### config.mk
export PLATFORM = sky130hd
export DESIGN_NAME = demux1_2_q
export DESIGN_NICKNAME = d
export VERILOG_FILES = /design/src/rtl/riscv_pkg.sv /design/src/rtl/sync_fifo.sv /design/src/rtl/demux1_2_q.sv
export SDC_FILE = /design/constraint.sdc
export NUM_CORES = 1
export LEC_CHECK = 0
export ABC_AREA = 0
export BUFFER_PORTS_ARGS = -buffer_cell sky130_fd_sc_hd__buf_2
export CAP_MARGIN = 20
export CORE_ASPECT_RATIO = 1.1
export CORE_MARGIN = 1
export CORE_UTILIZATION = 58
export CTS_BUF_LIST = sky130_fd_sc_hd__clkbuf_16
export DETAILED_ROUTE_END_ITERATION = 8
export PLACE_DENSITY = 0.81
export SLEW_MARGIN = 20
export SYNTH_ARGS = -nofsm -noshare
export SYNTH_HDL_FRONTEND = slang
export SYNTH_SLANG_ARGS = --single-unit
### constraint.sdc
create_clock -name clk -period 12.1 [get_ports clk]
set_input_delay 3.63 -clock clk [delete_from_list [all_inputs] [get_ports clk]]
set_output_delay 3.63 -clock clk [all_outputs]
set_load 0.005 [all_outputs]
### src/rtl/riscv_pkg.sv
// Shared definitions for the core datapath.
//   XLEN    : native data width, used as the default payload width
//   DEST_D1 : in_sel encoding that steers a beat to destination d1
//   DEST_D2 : in_sel encoding that steers a beat to destination d2
package riscv_pkg;

    localparam int unsigned XLEN = 32;

    localparam logic DEST_D1 = 1'b0;
    localparam logic DEST_D2 = 1'b1;

endpackage

### src/rtl/sync_fifo.sv
// Single-clock FIFO with occupancy count and a zero-when-empty head.
//   clk, rst  : rising-edge clock, asynchronous active-high reset
//   flush     : synchronous clear; push and pop in the same cycle are ignored
//   push      : write wdata at the tail (ignored when full)
//   pop       : advance the head (ignored when empty)
//   wdata     : payload to write
//   full      : count == DEPTH
//   empty     : count == 0
//   count     : current occupancy, 0..DEPTH
//   head      : oldest entry, or 0 when empty
module sync_fifo
    import riscv_pkg::*;
#(
    parameter int unsigned WIDTH = XLEN,
    parameter int unsigned DEPTH = 2
) (
    input  logic                       clk,
    input  logic                       rst,
    input  logic                       flush,
    input  logic                       push,
    input  logic                       pop,
    input  logic [WIDTH-1:0]           wdata,
    output logic                       full,
    output logic                       empty,
    output logic [$clog2(DEPTH):0]     count,
    output logic [WIDTH-1:0]           head
);

    localparam int unsigned AW = $clog2(DEPTH);
    localparam int unsigned CW = AW + 1;

    logic [WIDTH-1:0] mem [DEPTH];
    logic [AW-1:0]    wr_ptr;
    logic [AW-1:0]    rd_ptr;
    logic [CW-1:0]    cnt;
    logic             do_push;
    logic             do_pop;

    assign full    = (cnt == CW'(DEPTH));
    assign empty   = (cnt == '0);
    assign do_push = push & ~full  & ~flush;
    assign do_pop  = pop  & ~empty & ~flush;

    always_ff @(posedge clk or posedge rst) begin
        if (rst) begin
            wr_ptr <= '0;
            rd_ptr <= '0;
            cnt    <= '0;
        end else if (flush) begin
            wr_ptr <= '0;
            rd_ptr <= '0;
            cnt    <= '0;
        end else begin
            if (do_push) wr_ptr <= wr_ptr + AW'(1);
            if (do_pop)  rd_ptr <= rd_ptr + AW'(1);
            case ({do_push, do_pop})
                2'b10:   cnt <= cnt + CW'(1);
                2'b01:   cnt <= cnt - CW'(1);
                default: cnt <= cnt;
            endcase
        end
    end

    // Payload storage carries no reset; the zero-when-empty head hides stale data.
    always_ff @(posedge clk) begin
        if (do_push) mem[wr_ptr] <= wdata;
    end

    assign count = cnt;
    assign head  = empty ? '0 : mem[rd_ptr];

endmodule

### src/rtl/demux1_2_q.sv
// Queued 1:2 demultiplexer. Each producer beat is steered by in_sel into
// the d1 (sel=0) or d2 (sel=1) queue; each destination drains independently.
//   clk, rst            : rising-edge clock, asynchronous active-high reset
//   flush               : synchronous clear of both queues
//   in_valid/sel/data   : producer beat and its destination
//   in_ready            : beat accepted when in_valid && in_ready
//   d1_valid/data/ready : d1 queue head handshake
//   d2_valid/data/ready : d2 queue head handshake
//   d1_count, d2_count  : per-queue occupancy
module demux1_2_q
    import riscv_pkg::*;
#(
    parameter int unsigned WIDTH = XLEN,
    parameter int unsigned DEPTH = 2
) (
    input  logic                       clk,
    input  logic                       rst,
    input  logic                       flush,
    input  logic                       in_valid,
    input  logic                       in_sel,
    input  logic [WIDTH-1:0]           in_data,
    output logic                       in_ready,
    output logic                       d1_valid,
    output logic [WIDTH-1:0]           d1_data,
    input  logic                       d1_ready,
    output logic                       d2_valid,
    output logic [WIDTH-1:0]           d2_data,
    input  logic                       d2_ready,
    output logic [$clog2(DEPTH):0]     d1_count,
    output logic [$clog2(DEPTH):0]     d2_count
);

    logic d1_full, d2_full;
    logic d1_empty, d2_empty;
    logic push_d1, push_d2;

    // Acceptance looks only at registered fullness, never at the consumer
    // readies, so a full queue refuses a push even while it is being popped.
    assign in_ready = ~flush & ~((in_sel == DEST_D2) ? d2_full : d1_full);

    assign push_d1 = in_valid & in_ready & (in_sel == DEST_D1);
    assign push_d2 = in_valid & in_ready & (in_sel == DEST_D2);

    assign d1_valid = ~d1_empty;
    assign d2_valid = ~d2_empty;

    sync_fifo #(.WIDTH(WIDTH), .DEPTH(DEPTH)) u_q_d1 (
        .clk   (clk),
        .rst   (rst),
        .flush (flush),
        .push  (push_d1),
        .pop   (d1_valid & d1_ready),
        .wdata (in_data),
        .full  (d1_full),
        .empty (d1_empty),
        .count (d1_count),
        .head  (d1_data)
    );

    sync_fifo #(.WIDTH(WIDTH), .DEPTH(DEPTH)) u_q_d2 (
        .clk   (clk),
        .rst   (rst),
        .flush (flush),
        .push  (push_d2),
        .pop   (d2_valid & d2_ready),
        .wdata (in_data),
        .full  (d2_full),
        .empty (d2_empty),
        .count (d2_count),
        .head  (d2_data)
    );

endmodule

### Yosys cells after proc, flatten, opt, wreduce, memory -nomap -nowiden

Memory sizes are Yosys's and may differ from the RTL's.
Cells that the tools add are included.

* bits in registers: 8
* RAM bits: 128
* input port bits: 39
* output and inout port bits: 71
* word-level logic and storage cells: 70
* memories kept: 2

* add/subtract/negate cells: 8
* eq/ne operators: 6
* muxes and demuxes: 19
* bitwise operators: 21
* reduce and logical (&&, ||, !) cells: 8

Memory list
* u_q_d1.mem: words 2, width 32, rd ports 1, clocked after Yosys merged registers in 0, wr ports 1, RTL line sync_fifo.sv:32 `logic [WIDTH-1:0] mem [DEPTH];`
* u_q_d2.mem: words 2, width 32, rd ports 1, clocked after Yosys merged registers in 0, wr ports 1, RTL line sync_fifo.sv:32

Operators with widths (count)
* $mux W32: 2
* $and A1 B1 Y1: 14
* $mux W1: 13
* $eq A2 B2 Y1 const B: 4
* $pmux W2 S2: 2
* $reduce_bool A2 Y1: 4
* $not A1 Y1: 7
* $reduce_bool A3 Y1: 2
* $add A1 B1 Y1 const B: 4
* $add A2 B1 Y2 const B: 2
* $eq A2 B1 Y1 const B: 2
* $logic_not A2 Y1: 2
* $mux W2: 2
* $sub A2 B1 Y2 const B: 2

### Depth between registers and ports, before layout

Gate-level depths: netlist of run 1.

* depth in word-level cells: 11
* gate-level depth with buffers: 4
* depth with buffers taken out: 3

### Hierarchy

From an unflattened synthesis of run 1, not the netlist that was laid out.

* cell total of the unflattened synthesis: 332
* area total of the unflattened synthesis: 5361.4 µm²

Modules (own cells, without submodules)
* sync_fifo: times used 2, cells each 162, area an instance 2641.3 µm², sequential area each 2021.9 µm²
* demux1_2_q: times used 1, cells each 8, area an instance 78.8 µm², sequential area each 0.0 µm²

### Least setup slack after synthesis of run 1

No wires, ideal clock.

* kind: input-to-output
* start point: in flush
* end point: out in_ready
* arrival time: 4.022 ns
* required time: 8.470 ns
* setup slack: 4.448 ns
* cell stages on the path: 2
* path buffers: 1
* cell sequence: clkbuf_1 -> a211oi_1

* cells in the longest elaborated chain, start to end: 2

RTL lines
* from (decl): RTL line demux1_2_q.sv:18 `input logic flush,`
* $not A1 Y1: RTL line demux1_2_q.sv:39 `assign in_ready = ~flush & ~((in_sel == DEST_D2) ? d2_full : d1_full);`
* $and A1 B1 Y1: RTL line demux1_2_q.sv:39
* to (decl): RTL line demux1_2_q.sv:22 `output logic in_ready,`

Every way passes these cells.

### Worst setup path in the final report of run 1

* start point: in in_sel
* end point: out in_ready

* cells in the longest elaborated chain, start to end: 3

RTL lines
* from (decl): RTL line demux1_2_q.sv:20 `input logic in_sel,`
* $mux W1: RTL line demux1_2_q.sv:39
* $not A1 Y1: RTL line demux1_2_q.sv:39
* $and A1 B1 Y1: RTL line demux1_2_q.sv:39

Every way passes these cells.

==> results of run 1 <==
registers in the layout, indices dropped and copies added, names as in the netlist:
| register | cells |
|---|---|
| u_q_d1.count | 2 |
| u_q_d2.mem | 64 |
| u_q_d2.rd_ptr | 1 |
| u_q_d1.rd_ptr | 1 |
| u_q_d2.count | 2 |
| u_q_d2.wr_ptr | 1 |
| u_q_d1.wr_ptr | 1 |
| u_q_d1.mem | 64 |
layer usage:
metal  vias up  GRT usage  routed length (µm)  share of wire
li1       1459          -                   -              -
met1      1519      0.260                3910           0.39
met2       100      0.397                5460           0.55
met3        16     0.0640                 405          0.040
met4         0      0.103                 235          0.023
met5         -          0                   0              0
power breakdown:
| part | internal (mW) | total [mW] | switching (mW) |
|---|---|---|---|
| Combinational | 0.0297 | 0.0646 | 0.0349 |
| Clock | 0.299 | 0.479 | 0.180 |
| Sequential | 0.526 | 0.538 | 0.0115 |
| Total | 0.855 | 1.08 | 0.227 |
synth_stat cells (all sizes together):
| master | count | area, µm² |
|---|---|---|
| o21ai | 4 | 20.0 |
| nor4b | 2 | 17.5 |
| mux2i | 64 | 641 |
| nor2 | 68 | 255 |
| nor4 | 2 | 12.5 |
| xor2 | 2 | 17.5 |
| or3 | 2 | 12.5 |
| buf | 14 | 70.1 |
| dfrtp | 8 | 200 |
| nand2b | 1 | 13.8 |
| o21bai | 2 | 15.0 |
| a211oi | 1 | 7.51 |
| a21oi | 4 | 20.0 |
| nor2b | 4 | 25.0 |
| a32oi | 1 | 8.76 |
| nand2 | 2 | 10.0 |
| a22oi | 1 | 7.51 |
| inv | 3 | 11.3 |
| nand3 | 1 | 5.00 |
| clkbuf | 1 | 3.75 |
| and4b | 1 | 10.0 |
| edfxtp | 128 | 3840 |
| nand3b | 2 | 15.0 |
| o211ai | 2 | 15.0 |
| a31oi | 2 | 12.5 |
| nor4bb | 1 | 10.0 |
critical path: cells and delay by family:
| family | cells | cell delay [ps] |
|---|---|---|
| simple gates | 1 | 60 |
| compound gates | 1 | 190 |
| buf+inv | 2 | 300 |
final timing paths:
kind	startpoint	endpoint	slack, ps	cells past startpoint
max in group asynchronous	rst	u_q_d1.rd_ptr	8670	2
max	in_sel	in_ready	4280	4
min reg2reg	u_q_d1.wr_ptr	u_q_d1.wr_ptr	590	2
min in group asynchronous	rst	u_q_d2.count[0]	3170	2
min	u_q_d1.wr_ptr	u_q_d1.wr_ptr	590	2
max reg2reg	u_q_d2.count[1]	u_q_d2.count[0]	10270	4
through the flow:
stage / util / worst slack (ps) / hold WS, ps
global route: 0.743 / 4220 / 634
floorplan: - / 4450 / 535
finish: 0.743 / 4280 / 593
global placement: 0.679 / 4280 / 564
CTS: 0.743 / 4270 / 597
detailed placement: 0.679 / 4270 / 584
cell families after synthesis:
logic type	Yosys count
buf+inv	18
flops	136
simple gates	86
mux	64
xor+xnor	2
compound gates	17
cell usage in the layout (no fill, tap or decap), drive strengths merged:
cell,count
edfxtp,128
buf,118
nor2,68
mux2i,64
clkbuf,17
dfrtp,8
inv,6
clkinv,6
nor2b,4
a21oi,4
clkinvlp,4
o21ai,4
or3,2
xor2,2
o211ai,2
o21bai,2
nand3b,2
a31oi,2
nor4b,2
nor4,2
bufinv,2
nand2,2
and4b,1
a32oi,1
nand3,1
a22oi,1
nand2b,1
a211oi,1
nor4bb,1
layout make-up:
cell class	count	area, µm²	area share
Clock inverter	15	138	0.0210
Timing Repair Buffer	118	613	0.0935
Inverter	3	11.3	0.00172
Multi-Input combinational cell	169	1180	0.180
Clock buffer	17	425	0.0649
Sequential cell	136	4050	0.617
Tap cell	114	143	0.0218
==> key figures, run 1 <==
GRT
  – First-pass GRT wire length: 15300 µm
  – Vias in the first global route: 3102
  – GRT Util Overall: 0.227
  – Total gr overflow: 0
  – Largest net degree at the start of global routing: 34
  – Initial antenna violation count: 0

Critical path
  – Most used cell, CP: buf_2
  – Endpoint class of the critical path: output pin
  – CP peak stage delay: 190 ps
  – Required @ worst endpoint: 8470 ps
  – Critical Path Start Type: input port
  – Crit path max fanout: 9
  – CP max-delay cell: a211oi_1
  – Crit path cell chain: buf_2 > nor2b_1 > a211oi_1 > buf_2
  – Worst Path Arrival: 4190 ps
  – Critical path class: input port to output pin

Detailed routing
  – Drt total wl: 10000 µm
  – Total number of vias: 3094
  – DRC errors left: 0
  – Iter 0 DRT Violations: 139
  – Vias per cell: 5.41
  – DR pass1 iterations: 4
  – Drt wl/cell: 17.5 µm
  – Post-DRT Antenna Nets: 0

Finish
  – Non-filler cells, final: 572
  – Fin area: 6560 µm²
  – Area Overhead vs Synth: 24.2%
  – ANT cells: 0
  – Nets: 484
  – Layout cells sized above 1: 0.345
  – Fillers: 574

Clock network
  – H-Tree Depth: 4
  – Clk root buf: clkbuf_16
  – Post-CTS setup buffer count: 0
  – CTS tree: done
  – Clock Tree Buf Depth: 2
  – Clock Sinks: 136
  – Clock slew at reported path FFs: 50 ps
  – # hold bufs at CTS: 0
  – Post-cts sizing count: 0
  – TritonCTS Buffers: 17
  – Clock latency at the later pin of the worst-skew pair: 410 ps

Timing
  – Slew Limit Fails: 0
  – Final critical-path share of the clock period: 0.647
  – Worst Skew: 5.81 ps
  – Fin. Hold Viols: 0
  – Fin crit period: 7820 ps
  – Final setup vio count: 0
  – RSZ-0062 raised after global routing: no
  – Max Clk Rate: 0.128 GHz
  – Relative slew slack: 0.278
  – Fin Setup TNS: 0 ps
  – Least-Margin Pin Slew: 1080 ps

Synthesis
  – Synth Area in Compound Gates: 0.0201
  – Synth warnings: 0
  – Largest family of logic cells by synthesized area: multiplexers
  – Register area share after synthesis: 0.766
  – Adder-Cell Fraction of Synth Area: 0
  – Avg Cell Area, Syn: 16.3 µm²
  – Post-Synth XOR/XNOR Area: 0.00332
  – Cells after Synth: 323
  – Post-Synthesis Cell Area: 5280 µm²
  – Synth unique cells: 29
  – Synth Register Bits: 136
  – Post-synthesis mux area share: 0.121
  – Simple-Gate Fraction of Synth Area: 0.0732
  – Syn nets: 362

Pwr
  – LEAKAGE: 2.47 nW
  – VDD IR-drop max: 0.000157 V
  – Pwr dens: 165 nW/µm²
  – Total power: 1.08 mW

Floorplanning
  – Die area: 9490 µm²
  – Core area: 8830 µm²
  – Initial Utilization: 0.598
  – Die span in x: 93.0 µm
  – # rows: 36
  – # IOs: 110
  – Die H: 102 µm

Placed design
  – Dpl cells: 540
  – Hpwl dp: 6030 µm
  – Final GP Congestion: 0.766
  – Post-DP Area: 5990 µm²
  – Port bufs: 109

Run
  – MaxCap Viol Count: 0

Hold path
  – Hold crit path type: register to register

Outcome
  – Status: finished clean
Note: power is estimated with default switching activity, not from simulation.
==> run 2, diff against run 1 <==
- CORE_UTILIZATION: 58 -> 54
- PLACE_DENSITY: 0.81 -> 0.76
- clock period: 12.1 -> 7.82 ns (I/O delays scaled with it)
==> run 2 against run 1 <==
Non-clock buffer count decreased by 1. Critical path type unchanged. Worst hold slack got worse by 1.9 ps. Via count increased by 0.23%. Power increased by 55%. Sequential cell count unchanged.
==> key figures, run 2 (synthesis gave the netlist of run 1 again) <==
Detailed routing
  – DR pass1 iterations: 4 (unchanged)
  – Drt total wl: 10100 µm (was 10000 µm)
  – Vias per cell: 5.40 (was 5.41)
  – Total number of vias: 3101 (was 3094)
  – DRC errors left: 0 (unchanged)
  – Iter 0 DRT Violations: 108 (was 139)
  – Post-DRT Antenna Nets: 0 (unchanged)
  – Drt wl/cell: 17.6 µm (was 17.5 µm)

Critical path
  – Most used cell, CP: buf_2 (unchanged)
  – Crit path max fanout: 9 (unchanged)
  – Required @ worst endpoint: 5470 ps (was 8470 ps)
  – Critical path class: input port to output pin (unchanged)
  – CP peak stage delay: 200 ps (was 190 ps)
  – Endpoint class of the critical path: output pin (unchanged)
  – CP Buf/Inv Count: 2 (unchanged)
  – Worst Path Arrival: 2930 ps (was 4190 ps)
  – Cell family with most CP delay: buffers and inverters (unchanged)
  – Crit path cell chain: buf_2 > nor2b_1 > a211oi_1 > buf_2 (unchanged)
  – CP max-delay cell: a211oi_1 (unchanged)
  – Critical Path Start Type: input port (unchanged)

Finish
  – ANT cells: 0 (unchanged)
  – Non-filler cells, final: 574 (was 572)
  – Layout cells sized above 1: 0.344 (was 0.345)
  – Largest regs: u_q_d1.mem: 64 flops, u_q_d2.mem: 64 flops (unchanged)
  – Commonest non-fill, non-tap cell in the layout: edfxtp_1 (unchanged)
  – Area Overhead vs Synth: 24.3% (was 24.2%)
  – Most frequent cells in the layout: edfxtp_1, buf_2, nor2_1, mux2i_1, clkbuf_16 (unchanged)
  – Nets: 483 (was 484)

Clock network
  – # hold bufs at CTS: 0 (unchanged)
  – Clk root buf: clkbuf_16 (unchanged)
  – Post-cts sizing count: 0 (unchanged)
  – H-Tree Depth: 4 (unchanged)
  – CTS tree: done (unchanged)
  – Clock latency at the later pin of the worst-skew pair: 400 ps (was 410 ps)
  – TritonCTS Buffers: 17 (unchanged)
  – Post-CTS setup buffer count: 0 (unchanged)
  – Clock slew at reported path FFs: 60 ps (was 50 ps)
  – Clock Sinks: 136 (unchanged)
  – Clock Tree Buf Depth: 2 (unchanged)

GRT
  – Grt met2 use: 0.366 (was 0.397)
  – GRT Util Overall: 0.212 (was 0.227)
  – M1 GR Usage: 0.241 (was 0.260)
  – Met3 GRT Util: 0.0678 (was 0.0640)
  – First-pass GRT wire length: 15200 µm (was 15300 µm)
  – Total gr overflow: 0 (unchanged)
  – Vias in the first global route: 3079 (was 3102)
  – Top Usage Layer GRT: met2 (unchanged)
  – Largest net degree at the start of global routing: 35 (was 34)
  – Initial antenna violation count: 0 (unchanged)

Timing
  – Fin crit period: 5270 ps
  – Relative slew slack: 0.268 (was 0.278)
  – RSZ-0062 raised after global routing: no (unchanged)
  – Least-Margin Pin Slew: 1100 ps (was 1080 ps)
  – Slew Limit Fails: 0 (unchanged)
  – Fin Setup TNS: 0 ps (unchanged)
  – Final Worst Setup Slack: 2550 ps (was 4280 ps)
  – Final critical-path share of the clock period: 0.674
  – Final setup vio count: 0 (unchanged)
  – Fin. Hold Viols: 0 (unchanged)
  – WHS: 591 ps (was 593 ps)
  – Worst Skew: 7.33 ps (was 5.81 ps)
  – Max Clk Rate: 0.190 GHz

Pwr
  – Total power: 1.67 mW (was 1.08 mW)
  – VDD IR-drop max: 0.000175 V (was 0.000157 V)
  – Pwr dens: 255 nW/µm² (was 165 nW/µm²)
  – LEAKAGE: 2.47 nW (about the same)

Placed design
  – Hpwl dp: 6110 µm (was 6030 µm)
  – Post-Place Worst Slack: 2560 ps (was 4270 ps)
  – Dpl cells: 542 (was 540)
  – Port bufs: 109 (unchanged)
  – Final GP Congestion: 0.773 (was 0.766)

Floorplanning
  – Die H: 106 µm (was 102 µm)
  – # IOs: 110 (unchanged)
  – # rows: 37 (was 36)
  – Die span in x: 96.3 µm (was 93.0 µm)
  – Die area: 10200 µm² (was 9490 µm²)
  – Core area: 9440 µm² (was 8830 µm²)
  – Initial Utilization: 0.559 (was 0.598)

Outcome
  – Status: finished clean (unchanged)

Run
  – MaxCap Viol Count: 0 (unchanged)

Hold path
  – Hold crit path type: register to register (unchanged)
-- run 2: cell types whose count changed in the layout (fill, tap and decap cells not counted) --
| cell | delta |
|---|---|
| buf_4 | -1 |
| clkinv_1 | +2 |
| clkinv_2 | +1 |
| clkinvlp_4 | -1 |
| inv_1 | -2 |
| nor2_2 | -2 |
| nor2_4 | +2 |
-- run 2: final cells by class --
cell class                      instances  area (µm²)
Clock inverter                         15         135
Multi-Input combinational cell        169        1190
Timing Repair Buffer                  117         606
Inverter                                3        11.3
Clock buffer                           17         425
Sequential cell                       136        4050
Tap cell                              117         146
Fill cell                             642        2880
-- run 2: where the power goes --
part	leakage (nW)	switching (mW)	internal, mW
sequential	1.27	0.0181	0.815
clock	0.269	0.277	0.462
combinational	0.931	0.0539	0.0457
-- run 2: tightest hold or removal path, cell delays in order (launching register included) --
cell	delay (ps)
dfrtp_1	400
o21ai_0	90
a21oi_1	60
-- run 2: path summary, 6_finish.rpt --
kind | to | start | cells after the start | slack [ps]
setup / recovery | in_ready | in_sel | 4 | 2550
hold / removal | u_q_d1.wr_ptr | u_q_d1.wr_ptr | 2 | 590
setup reg to reg | u_q_d1.mem[1][4] | u_q_d1.count[1] | 3 | 6090
hold reg to reg | u_q_d1.wr_ptr | u_q_d1.wr_ptr | 2 | 590
max in group asynchronous | u_q_d1.rd_ptr | rst | 2 | 5670
min in group asynchronous | u_q_d2.count[0] | rst | 2 | 1890
-- run 2: metrics by stage --
stage,util,instance area (µm²)
2_1_floorplan,-,5280
3_3_place_gp,0.635,6000
3_5_place_dp,0.635,6000
4_1_cts,0.695,6560
5_1_grt,0.695,6560
6_report,0.695,6560
-- run 2: per-layer routing --
metal / wire length (µm) / up-vias
met4: 129 / 0
met3: 691 / 14
li1: - / 1462
met2: 5400 / 108
met5: 0 / -
met1: 3890 / 1517
